--- config.mk ---
export PLATFORM = sky130hd
export DESIGN_NAME = serial_subtractor
export DESIGN_NICKNAME = d
export VERILOG_FILES = /design/src/rtl/serial_subtractor.sv
export SDC_FILE = /design/constraint.sdc
export NUM_CORES = 1
export LEC_CHECK = 0
export CAP_MARGIN = 20
export CORE_MARGIN = 3
export CORE_UTILIZATION = 30
export DETAILED_ROUTE_END_ITERATION = 10
export PLACE_DENSITY_LB_ADDON = 0.25
export SYNTH_ARGS = -nofsm -noshare
export SYNTH_HDL_FRONTEND = slang
export SYNTH_SLANG_ARGS = --single-unit
--- constraint.sdc ---
create_clock -name clk -period 2.6 [get_ports clk]
set_input_delay 0.65 -clock clk [delete_from_list [all_inputs] [get_ports clk]]
set_output_delay 0.65 -clock clk [all_outputs]
set_load 0.05 [all_outputs]
--- src/rtl/serial_subtractor.sv ---
// Bit-serial two's-complement subtractor: diff = a - b, one bit per clock, LSB first.
// A single full-subtractor cell works through the operands using a registered borrow.
module serial_subtractor #(
  parameter int unsigned WIDTH = 8
) (
  input  logic             clk,
  input  logic             rstn,
  input  logic             start,
  input  logic [WIDTH-1:0] a,
  input  logic [WIDTH-1:0] b,
  output logic             busy,
  output logic             done,
  output logic [WIDTH-1:0] diff,
  output logic             borrow_out,
  output logic             overflow
);

  localparam int unsigned CW = $clog2(WIDTH) + 1;

  typedef enum logic [1:0] {
    IDLE = 2'd0,
    RUN  = 2'd1,
    DONE = 2'd2
  } state_t;

  state_t           state_q, state_d;
  logic [WIDTH-1:0] a_q, a_d;
  logic [WIDTH-1:0] b_q, b_d;
  logic [WIDTH-1:0] res_q, res_d;
  logic [CW-1:0]    cnt_q, cnt_d;
  logic             bor_q, bor_d;
  logic             a_msb_q, a_msb_d;
  logic             b_msb_q, b_msb_d;
  logic             busy_q, busy_d;
  logic             done_q, done_d;
  logic [WIDTH-1:0] diff_q, diff_d;
  logic             borrow_q, borrow_d;
  logic             ovf_q, ovf_d;

  // Full-subtractor cell on the current operand LSBs
  logic             d_bit;
  logic             bor_nx;
  logic [WIDTH-1:0] res_shift;

  assign d_bit     = a_q[0] ^ b_q[0] ^ bor_q;
  assign bor_nx    = (~a_q[0] & b_q[0]) | (~(a_q[0] ^ b_q[0]) & bor_q);
  assign res_shift = {d_bit, res_q[WIDTH-1:1]};

  // State and datapath registers
  always_ff @(posedge clk or negedge rstn) begin
    if (!rstn) begin
      state_q  <= IDLE;
      a_q      <= '0;
      b_q      <= '0;
      res_q    <= '0;
      cnt_q    <= '0;
      bor_q    <= 1'b0;
      a_msb_q  <= 1'b0;
      b_msb_q  <= 1'b0;
      busy_q   <= 1'b0;
      done_q   <= 1'b0;
      diff_q   <= '0;
      borrow_q <= 1'b0;
      ovf_q    <= 1'b0;
    end else begin
      state_q  <= state_d;
      a_q      <= a_d;
      b_q      <= b_d;
      res_q    <= res_d;
      cnt_q    <= cnt_d;
      bor_q    <= bor_d;
      a_msb_q  <= a_msb_d;
      b_msb_q  <= b_msb_d;
      busy_q   <= busy_d;
      done_q   <= done_d;
      diff_q   <= diff_d;
      borrow_q <= borrow_d;
      ovf_q    <= ovf_d;
    end
  end

  // Next-state and next-output logic
  always_comb begin
    state_d  = state_q;
    a_d      = a_q;
    b_d      = b_q;
    res_d    = res_q;
    cnt_d    = cnt_q;
    bor_d    = bor_q;
    a_msb_d  = a_msb_q;
    b_msb_d  = b_msb_q;
    diff_d   = diff_q;
    borrow_d = borrow_q;
    ovf_d    = ovf_q;

    case (state_q)
      IDLE, DONE: begin
        state_d = IDLE;
        // A start in the DONE cycle is accepted, giving back-to-back operation
        if (start) begin
          state_d = RUN;
          a_d     = a;
          b_d     = b;
          res_d   = '0;
          cnt_d   = '0;
          bor_d   = 1'b0;
          a_msb_d = a[WIDTH-1];
          b_msb_d = b[WIDTH-1];
        end
      end
      RUN: begin
        a_d   = a_q >> 1;
        b_d   = b_q >> 1;
        res_d = res_shift;
        bor_d = bor_nx;
        cnt_d = cnt_q + CW'(1);
        if (cnt_q == CW'(WIDTH - 1)) begin
          state_d  = DONE;
          diff_d   = res_shift;
          borrow_d = bor_nx;
          ovf_d    = (a_msb_q != b_msb_q) & (res_shift[WIDTH-1] != a_msb_q);
        end
      end
      default: state_d = IDLE;
    endcase
  end

  assign busy_d = (state_d == RUN);
  assign done_d = (state_d == DONE);

  assign busy       = busy_q;
  assign done       = done_q;
  assign diff       = diff_q;
  assign borrow_out = borrow_q;
  assign overflow   = ovf_q;

endmodule

After elaboration in Yosys (flattened, before gate mapping)
Index checks and enable logic that the tools add are counted.
{"block": "word_totals", "register_bits": 45, "latch_bits": 0, "ramBits": 0, "romBits": 0, "in_bits": 19, "output_inout_bits": 12, "word_cells": 49, "mem_count": 0}
{"block": "op_classes", "add_sub_neg": 1, "n_mul": 0, "n_div": 0, "magnitude_cmp": 0, "eq_ne": 8, "shifts": 0, "muxes": 13, "bitwise_logic": 8, "reduce_logical": 6}
{"operator": "$pmux 8 s2", "count": 3}
{"operator": "$mux 8", "count": 3}
{"operator": "$pmux 4 s2", "count": 1}
{"operator": "$reduce_and 2->1", "count": 3}
{"operator": "$add 4x1->4 const B", "count": 1}
{"operator": "$eq 2x1->1 const B", "count": 2}
{"operator": "$eq 2x2->1 const B", "count": 2}
{"operator": "$eq 4x3->1 const B", "count": 1}
{"operator": "$mux 4", "count": 1}
{"operator": "$pmux 2 s2", "count": 1}
{"operator": "$and 1x1->1", "count": 3}
{"operator": "$logic_not 2->1", "count": 1}
{"operator": "$mux 1", "count": 2}
{"operator": "$mux 2", "count": 1}
{"operator": "$ne 1x1->1", "count": 2}
{"operator": "$ne 2x2->1 const B", "count": 1}
{"operator": "$not 1->1", "count": 2}
{"operator": "$pmux 1 s2", "count": 1}
{"operator": "$reduce_bool 2->1", "count": 1}
{"operator": "$reduce_or 2->1", "count": 1}
{"operator": "$xor 1x1->1", "count": 2}
{"operator": "$or 1x1->1", "count": 1}

Logic depth before layout (Yosys ltp)
{"block": "logic_depth", "word_depth": 5, "mapped_depth": 5, "depth_no_buf": 5}

Worst setup path before layout
No wires, ideal clock.
{"block": "synth_path", "path_kind": "in2reg", "start": "in start", "end": "reg b_q[0]", "setup_ps": 126, "arrival_ps": 1348, "required_time_ps": 2474, "slack_ps": 1126, "path_stages": 4, "path_buffers": 1, "path_cell_list": "nor2b_1 buf_2 nor3_1 a221o_1"}
{"block": "synth_between", "elab_chain_len": 2}
{"element": "from (decl)", "line": "8", "text": "input logic start,"}
{"element": "$ne 2x2->1 (no source line)"}
{"element": "$reduce_and 2->1 (no source line)"}
{"element": "to (signal assigned)", "line": "54", "text": "b_q <= '0;"}
{"element": "to (signal assigned)", "line": "68", "text": "b_q <= b_d;"}
{"element": "to (decl)", "line": "28", "text": "logic [WIDTH-1:0] b_q, b_d;"}
No other way between the ends.
A chain may end at the register's enable or synchronous reset.

Worst setup path in the final report
{"block": "layout_path", "start": "reg borrow_q, in the netlist borrow_out", "end": "out borrow_out"}
{"element": "from (decl)", "line": "37", "text": "logic borrow_q, borrow_d;"}
{"element": "from (signal assigned)", "line": "77", "text": "borrow_q <= borrow_d;"}
{"element": "to (decl)", "line": "14", "text": "output logic borrow_out,"}
No word-level cell between the ends.

==> qor.txt <==
Status -> finished clean
Clock Skews -> 0.00579 ns
RSZ-0062 raised after global routing -> no
Type of origin of the critical path -> register
Main flop type after synthesis -> dfrtp_1
Buffer and inverter count on the worst path -> 1
# Max-Cap Violations -> 0
Internal power -> 1.72 mW
Initial antenna violation count -> 0
Synth warnings -> 0
Period utilization -> 81.5%
Sequential standard cell area -> 1100 um2
Post-synthesis cell type count -> 26
Worst-Skew Late Latency -> 0.29 ns
Dominant cells by area after synthesis -> dfrtp_1 61%, mux2_2 5.6%, a22oi_1 5.4%
Layout fillers -> 552
Grt met2 use -> 17.6%
Crit-path cells -> clkdlybuf4s50_1
Most Crowded Layer GR -> met2
Rows -> 27
Initial core utilization -> 31.9%
Final hold violation count -> 0
Total gr overflow -> 0
Crit-path max FO -> 2
Fin util -> 39.7%
Avg Synthesized Cell Area -> 12.1 um2
Largest net degree at the start of global routing -> 28
# diodes -> 0
Fin area -> 2250 um2
Pleak -> 1.03 nW
Final setup vio count -> 0
M3 GR Usage -> 3.55%
Clk pwr share -> 14.9%
Worst path required time -> 1.95 ns
# nets final -> 201
Post-Route WL -> 3650 um
Via count -> 1250
Vias/cell -> 4.94
Post-synthesis register bit count -> 44
Slowest library cell on the worst path -> clkdlybuf4s50_1
Worst Path Arrival -> 1.47 ns
Post-synthesis xor/xnor area fraction -> 0.483%
Via count of the first global-routing pass -> 1306
Cells after Synth -> 150
Sw power -> 1.16 mW
Tmin final -> 2.12 ns
Sw frac -> 40.1%
Worst hold path class -> primary input to asynchronous set/reset pin
Area Growth Syn to Fin -> 24.2%
Die Y -> 83.7 um
Die Wd -> 83.7 um
CTS buffer count -> 5
Routed Antenna Nets -> 0
Multi-input combinational cell area -> 631 um2
Yosys top cell by area -> dfrtp_1
Sequential power share -> 40.6%
Synth Area in Compound Gates -> 12.4%
Port Buf Inserts -> 30
Worst-case hold slack -> 0.268 ns
Simple-Gate Fraction of Synth Area -> 12.9%
Register area share after synthesis -> 60.7%
H-tree levels -> 2
DP Wirelength -> 2540 um
GR Util met1 -> 14.2%
Proportion of synthesized area in mux cells -> 7.25%
Highest cell delay on the worst timing path -> 0.81 ns
First-pass detailed-route iteration total -> 4
CTS tree -> built
Total GRT Usage -> 11.2%
Area of placed instances -> 2160 um2
Power consumption -> 2.88 mW
Number of DRC markers in iteration 0 -> 93
TritonCTS Sinks -> 44
Top cell type's share of synthesized area -> 60.7%
CP Class -> register to output port
First-pass GRT wire length -> 6310 um
Worst-margin pin slew -> 0.720 ns
CP top delay family -> buffers and inverters
IO Count -> 31
Worst-path clk slew -> 0.08 ns
Async SR Flop Fraction -> 100%
Die area -> 7010 um2
Slew headroom -> 51.8%
Main combinational cell family by area after synthesis -> simple AND/OR/NAND/NOR gates
Slew Limit Fails -> 0
CP endpoint kind -> output port
Combinational Power Share -> 44.4%
Placer Congestion -> 0.688
CTS root buffer -> clkbuf_8
PwrDens -> 1280 nW/um2
Layout cells sized above 1 -> 12.7%
# resized after CTS -> 0
# hold bufs at CTS -> 0
WL per Instance -> 14.4 um
Post-synth EDFFs -> 0
Syn Std Cell Area -> 1810 um2
Worst vdd ir -> 0.452 mV
Number of remaining DRC errors -> 0
Core region area -> 5680 um2
Setup bufs post-CTS -> 0
Mapped Nets -> 171
Post-Synth Adder-Cell Area -> 1.79%
Post-Route Setup TNS -> 0 ns
FMAX -> 472 MHz
CTS max path bufs -> 2
==> path summary, 6_finish.rpt <==
kind / slack, ns / start / to / cells past startpoint
max in group asynchronous: 1.65 / rstn / diff[4] / 2
worst max-delay path: 0.48 / borrow_out / borrow_out / 1
worst max register to register: 0.84 / cnt_q[0] / diff[7] / 4
min in group clk: 0.50 / bor_q / bor_q / 1
worst min register to register: 0.50 / bor_q / bor_q / 1
worst min-delay path: 0.27 / rstn / busy / 1
==> cells by family after synthesis <==
group	Yosys count
flops	44
xor+xnor	1
simple gates	49
compound gates	28
mux	12
buf+inv	14
fa+ha+maj	2
==> area by class of cell <==
class                      count  area share, %
multi-input combinational     92           28.0
clock inverter                 2          0.445
clock buffer                   6           3.67
sequential                    44           48.9
timing repair buffer          34           14.5
tap                           72           4.00
inverter                       3          0.500
==> cells in the final DEF, fill, tap and decap left out, types with 4 or more instances in the layout <==
cell type	Yosys	final
nand2_1	24	24
mux2_2	9	9
a22o_1	11	11
dfrtp_1	44	44
a22oi_1	13	13
buf_4	2	4
clkdlybuf4s50_1	0	29
clkbuf_8	0	6
nand3_1	13	13
==> stage by stage <==
stage,setup slack [ns],std cells
after floorplan,1.13,150
after global placement,0.505,245
after detailed placement,0.481,245
after CTS,0.469,253
after global routing,0.403,253
final,0.482,253
==> cells in the mapped netlist, types with 3 or more instances <==
cell	n
a22oi_1	13
nand3_1	13
mux2i_1	3
inv_1	3
buf_2	5
mux2_2	9
dfrtp_1	44
nand2_1	24
nand2b_1	3
a22o_1	11
==> sequential cells by signal (all words and copies together) (netlist names) <==
signal and count:
state_q 2, b_q 8, b_msb_q 1, cnt_q 4, a_q 8, a_msb_q 1
busy 1, bor_q 1, overflow 1, done 1, diff 8, res_q 7
borrow_out 1
==> power groups by stage <==
stage | logic [mW] | registers, mW | clock network, mW
final | 1.28 | 1.17 | 0.430
after global routing | 1.41 | 1.21 | 0.474
after CTS | 1.30 | 1.17 | 0.447
after detailed placement | 1.29 | 1.18 | 0
after floorplan | 0.709 | 1.41 | 0
after global placement | 1.27 | 1.17 | 0
==> layer usage <==
layer,wire (um),vias up
li1,-,587
met1,1570,632
met2,1840,26
met3,160,5
met4,73,0
met5,0,-
Note: power is estimated with default switching activity, not from simulation.
